<file path="src/rtl/psg_env_gen.sv">
// rtl/psg_env_gen.sv - PSG envelope generator: 16 shapes, stepped on divider rising edges
module psg_env_gen #(
  parameter int SW = 5
) (
  input  logic          clk,
  input  logic          rst_n,
  input  logic          cen,
  input  logic          env_div,
  input  logic [3:0]    ctrl,
  input  logic          restart,
  output logic [SW-1:0] env,
  output logic          env_run
);

  typedef enum logic {STOP, RUN} state_t;

  localparam logic [SW-1:0] MAX_CNT = '1;

  state_t        state;
  logic [SW-1:0] cnt;
  logic          inv;
  logic          div_q;
  logic [3:0]    shape_q;
  logic [SW-1:0] hold_lvl;
  logic          step;
  logic [SW-1:0] lvl;

  // one step per full divider period: rising edge of the divider toggle
  assign step = cen & env_div & ~div_q;
  // inv turns the up-counter into a falling ramp
  assign lvl  = cnt ^ {SW{inv}};

  // shape sequencer: restart wins over any step landing in the same cycle
  always_ff @(posedge clk or negedge rst_n) begin
    if (!rst_n) begin
      state    <= STOP;
      cnt      <= '0;
      inv      <= 1'b0;
      div_q    <= 1'b0;
      shape_q  <= 4'b0000;
      hold_lvl <= '0;
    end else if (restart) begin
      // resync div_q so the current divider level is not mistaken for an edge
      shape_q <= ctrl;
      cnt     <= '0;
      inv     <= ~ctrl[2];
      state   <= RUN;
      div_q   <= env_div;
    end else begin
      if (cen) begin
        div_q <= env_div;
      end
      if (step && state == RUN) begin
        if (cnt != MAX_CNT) begin
          cnt <= cnt + SW'(1);
        end else if (!shape_q[3]) begin
          // non-continuing shapes all park at zero
          state    <= STOP;
          hold_lvl <= '0;
        end else if (shape_q[0]) begin
          // hold: keep the final level, or its complement when ALT is set
          state    <= STOP;
          hold_lvl <= shape_q[1] ? ~lvl : lvl;
        end else begin
          // repeat: sawtooth keeps direction, triangle flips it at the wrap
          cnt <= '0;
          if (shape_q[1]) begin
            inv <= ~inv;
          end
        end
      end
    end
  end

  // registered outputs, one clk behind the sequencer state
  always_ff @(posedge clk or negedge rst_n) begin
    if (!rst_n) begin
      env     <= '0;
      env_run <= 1'b0;
    end else begin
      env     <= (state == RUN) ? lvl : hold_lvl;
      env_run <= (state == RUN);
    end
  end

endmodule

</file>
<file path="config.mk">
export PLATFORM = sky130hd
export DESIGN_NAME = psg_env_gen
export DESIGN_NICKNAME = d
export VERILOG_FILES = /design/src/rtl/psg_env_gen.sv
export SDC_FILE = /design/constraint.sdc
export NUM_CORES = 1
export LEC_CHECK = 0
export ABC_AREA = 1
export BUFFER_PORTS_ARGS = -buffer_cell sky130_fd_sc_hd__buf_2
export CORE_ASPECT_RATIO = 0.6
export CORE_MARGIN = 5
export CORE_UTILIZATION = 30
export CTS_CLUSTER_SIZE = 30
export DETAILED_ROUTE_END_ITERATION = 8
export PLACE_DENSITY = 0.46
export SLEW_MARGIN = 25
export SYNTH_ARGS = -nofsm -noshare
export SYNTH_HDL_FRONTEND = slang
export SYNTH_SLANG_ARGS = --single-unit
</file>
<file path="constraint.sdc">
create_clock -name clk -period 1.7 [get_ports clk]
set_clock_uncertainty 0.15 [all_clocks]
set_input_delay 0.34 -clock clk [delete_from_list [all_inputs] [get_ports clk]]
set_output_delay 0.34 -clock clk [all_outputs]
set_load 0.02 [all_outputs]
</file>
---- Yosys cells after proc, flatten, opt, wreduce, memory -nomap -nowiden ----
Index checks and enable logic that the tools add are counted.
operators by class
  $add $sub $neg .......................... 1
  multiply operators ...................... 0
  div/mod/pow operators ................... 0
  magnitude comparators ................... 0
  eq/ne operators ......................... 6
  shift operators ......................... 0
  mux-type cells .......................... 22
  bitwise operators ....................... 9
  reductions and logical operators ........ 10
operators with widths
  operator                                                number
  2-to-1 mux 5 bit                                        9
  2-to-1 mux 1 bit                                        13
  nonzero test 2 bit                                      4
  inequality test 2 bit (second input constant)           3
  AND reduction 3 bit                                     2
  adder 5 x 1 -> 5 bit (second input constant)            1
  inequality test 5 bit (second input constant)           1
  inverter 1 bit                                          5
  inverter 5 bit                                          1
  AND reduction 5 bit                                     1
  bitwise XOR 5 bit                                       1
  AND reduction 4 bit                                     1
  inequality test 3 x 2 -> 1 bit (second input constant)  1
  inequality test 3 bit (second input constant)           1
  nonzero test 3 bit                                      1
  AND 1 bit                                               2
  logical AND 1 bit                                       1
word-level totals
  register bits after elaboration ......... 23
  bits in latches ......................... 0
  RAM bits ................................ 0
  ROM bits ................................ 0
  input bits .............................. 9
  output and inout bits ................... 6
  logic and storage cells ................. 56
  memories ................................ 0

---- Logic depth before layout (Yosys ltp) ----
Gate-level depths: netlist (run 1).
  word-level depth ........................ 7
  depth in mapped cells ................... 9
  mapped depth without buffers ............ 9

---- Worst setup path after synthesis (run 1) ----
No wires, ideal clock.
  path kind ............................... register to register
  from .................................... register cnt[0]
  to ...................................... register hold_lvl[0]
  setup time .............................. 121 ps
  arrival ................................. 1,339 ps
  data required time ...................... 1,429 ps
  slack ................................... 91 ps
  stages on the path, launching flop included .. 10
  buffers on the path ..................... 0
  clock period less this slack ............ 1,609 ps
  path through ............................ dfrtp_1 -> ha_1 -> nand2_1 -> nor2_1 -> ha_1 -> nand2_2 -> a21oi_2 -> nand2_1 -> nand2_1 -> o21ai_1
on the way
  cells in the longest elaborated chain, start to end .. 5
  elaborated cells on any way between the ends .. 8
  those cells by class .................... eq/ne (1); mux (3); bitwise (3); reduce/logical (1)
RTL lines
  what                      RTL line  text
  start: declaration        20        logic [SW-1:0] cnt;
  start signal: assignment  55        cnt <= cnt + SW'(1);
  bitwise XOR 5 bit         31        assign lvl = cnt ^ {SW{inv}};
  inverter 5 bit            63        hold_lvl <= shape_q[1] ? ~lvl : lvl;
  2-to-1 mux 5 bit          63
  2-to-1 mux 5 bit          60        end else if (shape_q[0]) begin
  2-to-1 mux 5 bit          56        end else if (!shape_q[3]) begin
  end signal: assignment    63
  end: declaration          24        logic [SW-1:0] hold_lvl;
Several ways; a longest one is shown, not always the timed one. The select of a mux whose other input is x is not followed.
A chain may end at the register's enable or synchronous reset.

---- Final worst setup path (run 1) ----
  from .................................... register cnt[1]
  to ...................................... register hold_lvl[2]
on the way
  cells in the longest elaborated chain, start to end .. 3
RTL lines
  what                           RTL line  text
  inequality test 5 bit          54        if (cnt != MAX_CNT) begin
  inverter 1 bit (no line)       --
  AND reduction 4 bit (no line)  --
Every way passes these cells.

==> results of run 1 <==
-- per-layer routing --
metal	vias up	share of wire	GRT usage
met1	462	0.51	0.161
met3	2	0.052	0.0363
met5	-	0	0
li1	517	-	-
met4	0	0.0045	0.0191
met2	18	0.43	0.159
-- per-stage QoR --
step / total power, mW / area, sq um / hold WS, ps
6_report: 1.43 / 1450 / 126
5_1_grt: 1.53 / 1450 / 132
4_1_cts: 1.45 / 1390 / 118
3_5_place_dp: 0.942 / 1300 / 198
3_3_place_gp: 0.940 / 1300 / 191
2_1_floorplan: 0.834 / 1160 / -106
-- cells in the mapped netlist --
cell      instances  area share
nand2_1          59        0.19
dfrtp_1          22        0.47
nor2_1           12       0.039
inv_1            10       0.032
nand3_1           8       0.034
a31oi_1           5       0.027
o21ai_1           5       0.022
o21ai_0           4       0.017
a21oi_1           3       0.013
ha_1              3       0.032
nand4_1           3       0.016
o21ai_2           3       0.023
buf_2             2      0.0086
nand2_2           2       0.011
a21oi_2           1      0.0075
buf_6             1      0.0097
clkinv_8          1       0.014
inv_2             1      0.0032
nand2_4           1      0.0097
nand3_2           1      0.0086
xor2_1            1      0.0075
-- worst paths after layout --
kind	end	cells after the start	start	slack, ps
hold / removal	shape_q[3]	3	ctrl[3]	130
hold reg to reg	hold_lvl[0]	2	hold_lvl[0]	350
max in group asynchronous	state	2	rst_n	630
setup / recovery	hold_lvl[2]	8	cnt[1]	50
min in group asynchronous	env[0]	2	rst_n	420
setup reg to reg	hold_lvl[2]	8	cnt[1]	50
-- what timing repair did --
item,4_1_cts,5_1_grt
hold endpoints to repair,22,0
gates resized for setup,3,13
endpoints found under the setup margin,5,10
pin swaps,0,6
hold buffers,1,0
-- flip-flops by register name, indices dropped and copies added, names as in the netlist --
signal and count:
inv 1, cnt 5, env 5, div_q 1, env_run 1, hold_lvl 5
state 1, shape_q 3
-- cells in the final DEF (no fill, tap or decap), types with 2 or more instances in the layout --
master	Yosys	layout
nand2_1	59	57
nand4_1	3	3
nand2_2	2	2
dfrtp_1	22	22
o21ai_2	3	8
nand3_1	8	8
nand2_4	1	3
nor2_1	12	11
a31oi_1	5	5
clkbuf_8	0	3
buf_2	2	14
inv_1	10	10
a21oi_1	3	3
buf_4	0	4
o21ai_0	4	4
-- report_power, final --
group	internal, mW	switching, mW
Clock	0.315	0.178
Combinational	0.113	0.214
Sequential	0.577	0.0371
-- tightest hold or removal path, stage by stage --
cell	delay [ps]
buf_2	70
nand2_1	40
nand2_1	50
-- cell type report --
class | count | area, sq um
fill | 394 | 2250
multi-input combinational | 111 | 603
sequential | 22 | 551
timing repair buffer | 19 | 110
tap | 47 | 58.8
inverter | 12 | 57.6
clock buffer | 3 | 41.3
clock inverter | 1 | 30.0
-- kinds of logic after synthesis --
kind of cell,count (synthesis),synth area share
AND/OR/NAND/NOR,86,0.309
flip-flops,22,0.474
AO/OA/AOI/OAI,21,0.109
buffers and inverters,15,0.0679
adder cells (fa/ha/maj),3,0.0323
XOR/XNOR,1,0.00754
==> impl_metrics.env, run 1 <==
export IMPL_outcome="complete, no violations"
export IMPL_synth_avg_cell_area_sq_um=7.85
export IMPL_yosysUniqueCellTypes=21
export IMPL_cts_root_buf="clkbuf_8"
export IMPL_worst_endpoint_required_ps=1750
export IMPL_post_route_drc_count=0
export IMPL_worst_path_buf_inv=0
export IMPL_dp_worst_setup_slack_ps=-9.20
export IMPL_cpMaxStageDelayCell="dfrtp_1"
export IMPL_vias_per_cell=4.65
export IMPL_syn_instance_count=148
export IMPL_dr_total_vias=999
export IMPL_die_h_um=58.2
export IMPL_rsz0062_at_grt="yes"
export IMPL_p_per_area_nw_per_um2=988
export IMPL_gp_congestion=0.813
export IMPL_layout_setup_ws_ps=47.1
export IMPL_worst_pin_slew_ps=511
export IMPL_peakVddDrop_mv=0.320
export IMPL_drt_iter0_markers=28
export IMPL_synth_warnings=0
export IMPL_grt_max_degree=23
export IMPL_io_pins=15
export IMPL_grt_pass1_vias=939
export IMPL_cap_violations=0
export IMPL_syn_num_nets=160
export IMPL_routed_wl_um=2650
export IMPL_cts_tree="built"
export IMPL_hpwl_um=1960
export IMPL_ant_nets=0
export IMPL_setup_viol_count_final=0
export IMPL_wl_per_cell_um=12.3
export IMPL_grt_first_pass_wirelength_um=4620
export IMPL_grt_ovfl_total=0
export IMPL_antenna_cells=0
export IMPL_io_buffers=14
export IMPL_slew_limit_headroom=0.660
export IMPL_clk_latency_ps=260
export IMPL_start_util=0.314
export IMPL_cts_buffers=3
export IMPL_netlist_area_sq_um=1160
export IMPL_place_inst=210
export IMPL_endpoint_kind="flop"
export IMPL_grtUsageTotal=0.110
export IMPL_cp_top_family="simple AND/OR/NAND/NOR gates"
export IMPL_rows=17
export IMPL_antenna_found_initial=0
export IMPL_cts_buffer_depth=2
export IMPL_hp_class="input pin to flop"
export IMPL_post_cts_buffers=0
export IMPL_ys_ff_latch=22
export IMPL_tns_ps=0
export IMPL_critPathArrivalTime_ps=1700
export IMPL_post_route_util=0.392
export IMPL_ys_seq_area_frac=0.474
export IMPL_final_min_clock_period_ps=1650
export IMPL_nNetsFinal=181
export IMPL_path_max_fanout=5
export IMPL_die_w_um=90.3
export IMPL_timing_fmax_mhz=605
export IMPL_dieArea_sq_um=5260
export IMPL_drive_above_1_share=0.250
export IMPL_cts_sinks=22
export IMPL_firstDrtPassIters=4
export IMPL_clkTransAtPathRegs_ps=90
export IMPL_cts_max_level=1
export IMPL_crit_chain="ha_2 -> nand2_2 -> nor2_4 -> ha_4 -> nand2_4 -> a21oi_4 -> nand3_4 -> o21ai_2"
export IMPL_synthToLayoutAreaGrowth_pct=25.0
export IMPL_critical_path_startpoint_type="flop"
export IMPL_p_leak_nw=0.746
export IMPL_coreArea_sq_um=3700
export IMPL_slowest_delay_ps=360
export IMPL_slew_violations=0
export IMPL_path_class="flop to flop"
export IMPL_post_route_period_util=0.972
export IMPL_final_cells=215
export IMPL_finalHoldViolations=0
Power figures use the tool's default switching activity.
==> run 2, diff against run 1 <==
- BUFFER_PORTS_ARGS: -buffer_cell sky130_fd_sc_hd__buf_2 -> -buffer_cell sky130_fd_sc_hd__buf_4
==> impl_metrics.env, run 2 (synthesis gave the netlist of run 1 again) <==
export IMPL_outcome="complete, no violations"
export IMPL_final_min_clock_period_ps=1660
export IMPL_p_per_area_nw_per_um2=987
export IMPL_worst_pin_slew_ps=379
export IMPL_nNetsFinal=182
export IMPL_cts_sinks=22
export IMPL_grt_first_pass_wirelength_um=4570
export IMPL_setup_viol_count_final=0
export IMPL_cts_max_level=1
export IMPL_cts_root_buf="clkbuf_8"
export IMPL_post_route_drc_count=0
export IMPL_fin_area_sq_um=1490
export IMPL_cts_buffers=3
export IMPL_cap_violations=0
export IMPL_path_class="flop to flop"
export IMPL_vias_per_cell=4.78
export IMPL_rsz0062_at_grt="yes"
export IMPL_io_pins=15
export IMPL_critPathArrivalTime_ps=1710
export IMPL_clk_latency_ps=270
export IMPL_timing_fmax_mhz=602
export IMPL_firstDrtPassIters=4
export IMPL_dieArea_sq_um=5260
export IMPL_dr_total_vias=1033
export IMPL_coreArea_sq_um=3700
export IMPL_ant_nets=0
export IMPL_clkTransAtPathRegs_ps=80
export IMPL_gp_congestion=0.787
export IMPL_grt_pass1_vias=947
export IMPL_cts_tree="built"
export IMPL_rr_endpoint="hold_lvl[2]"
export IMPL_drive_above_1_share=0.243
export IMPL_drt_iter0_markers=56
export IMPL_cp_endpoint="hold_lvl[2]"
export IMPL_reg2reg_depth=8
export IMPL_grt_ovfl_total=0
export IMPL_antenna_cells=0
export IMPL_rows=17
export IMPL_grtUsageTotal=0.109
export IMPL_whs_path_depth=3
export IMPL_slew_limit_headroom=0.746
export IMPL_reg2reg_slack_ps=40
export IMPL_worst_endpoint_required_ps=1750
export IMPL_layout_setup_ws_ps=37.9
export IMPL_hpwl_um=1970
export IMPL_die_w_um=90.3
export IMPL_path_max_fanout=5
export IMPL_critical_path_startpoint_type="flop"
export IMPL_startpoint="cnt[1]"
export IMPL_synthToLayoutAreaGrowth_pct=28.0
export IMPL_holdWs_ps=122
export IMPL_reg_top3="cnt (5), env (5), hold_lvl (5)"
export IMPL_place_area_sq_um=1330
export IMPL_die_h_um=58.2
export IMPL_finalHoldViolations=0
export IMPL_wl_per_cell_um=12.8
export IMPL_final_common_cell="nand2_1"
export IMPL_slew_violations=0
export IMPL_r2r_start="cnt[1]"
export IMPL_start_util=0.314
export IMPL_cts_buffer_depth=2
export IMPL_routed_wl_um=2760
export IMPL_hp_class="input pin to flop"
export IMPL_p_leak_nw=0.759
export IMPL_post_route_period_util=0.978
export IMPL_antenna_found_initial=0
export IMPL_dp_worst_setup_slack_ps=-21.7
export IMPL_io_buffers=14
export IMPL_layout_common_cells="57 x nand2_1, 22 x dfrtp_1, 19 x buf_4"
export IMPL_grt_max_degree=23
export IMPL_peakVddDrop_mv=0.379
export IMPL_p_total_mw=1.47
export IMPL_endpoint_kind="flop"
[run 2: timing repair]
action                                  4_1_cts  5_1_grt
hold buffers                                  1        0
setup buffers                                 0        1
endpoints found under the setup margin        5       11
gates resized for setup                       3       11
gates cloned                                  0        0
pin swaps                                     0        6
hold endpoints to repair                     22        0
[run 2: worst min-delay path by stage]
stage                 start          to  slack [ps]
finish              ctrl[3]  shape_q[3]         120
global route        ctrl[3]  shape_q[3]         130
CTS                 ctrl[3]  shape_q[3]         120
detailed placement    rst_n  shape_q[3]         100
global placement      rst_n  shape_q[3]         100
floorplan             rst_n      cnt[0]        -110
[run 2: worst max-delay path, stage by stage, from the launching register on]
cell     delay [ps]
dfrtp_1         370
ha_2            190
nand2_2          60
nor2_4          130
ha_4            160
nand2_4          50
a21oi_4         180
nand3_4         150
o21ai_2         160
[run 2: power breakdown]
part / internal, mW / total, mW / switching (mW)
clock network: 0.315 / 0.499 / 0.184
registers: 0.577 / 0.616 / 0.0386
logic: 0.138 / 0.353 / 0.214
[run 2: layout make-up]
type                       instances  area, sq um
fill                             393         2210
clock buffer                       3         41.3
timing repair buffer              20          153
tap                               47         58.8
inverter                          12         57.6
multi-input combinational        111          596
sequential                        22          551
clock inverter                     1         30.0
[run 2: stage by stage]
step | util | cells | TNS, ps
2_1_floorplan | - | 148 | 0
3_3_place_gp | 0.360 | 210 | 0
3_5_place_dp | 0.360 | 210 | -62.4
4_1_cts | 0.384 | 215 | 0
5_1_grt | 0.402 | 216 | -321
6_report | 0.402 | 216 | 0
[run 2: metal layers]
layer	share of wire	GRT usage	vias up
met5	0	0	-
met4	0.0044	0.0191	0
met3	0.035	0.0324	2
met2	0.44	0.173	15
met1	0.52	0.151	496
li1	-	-	520
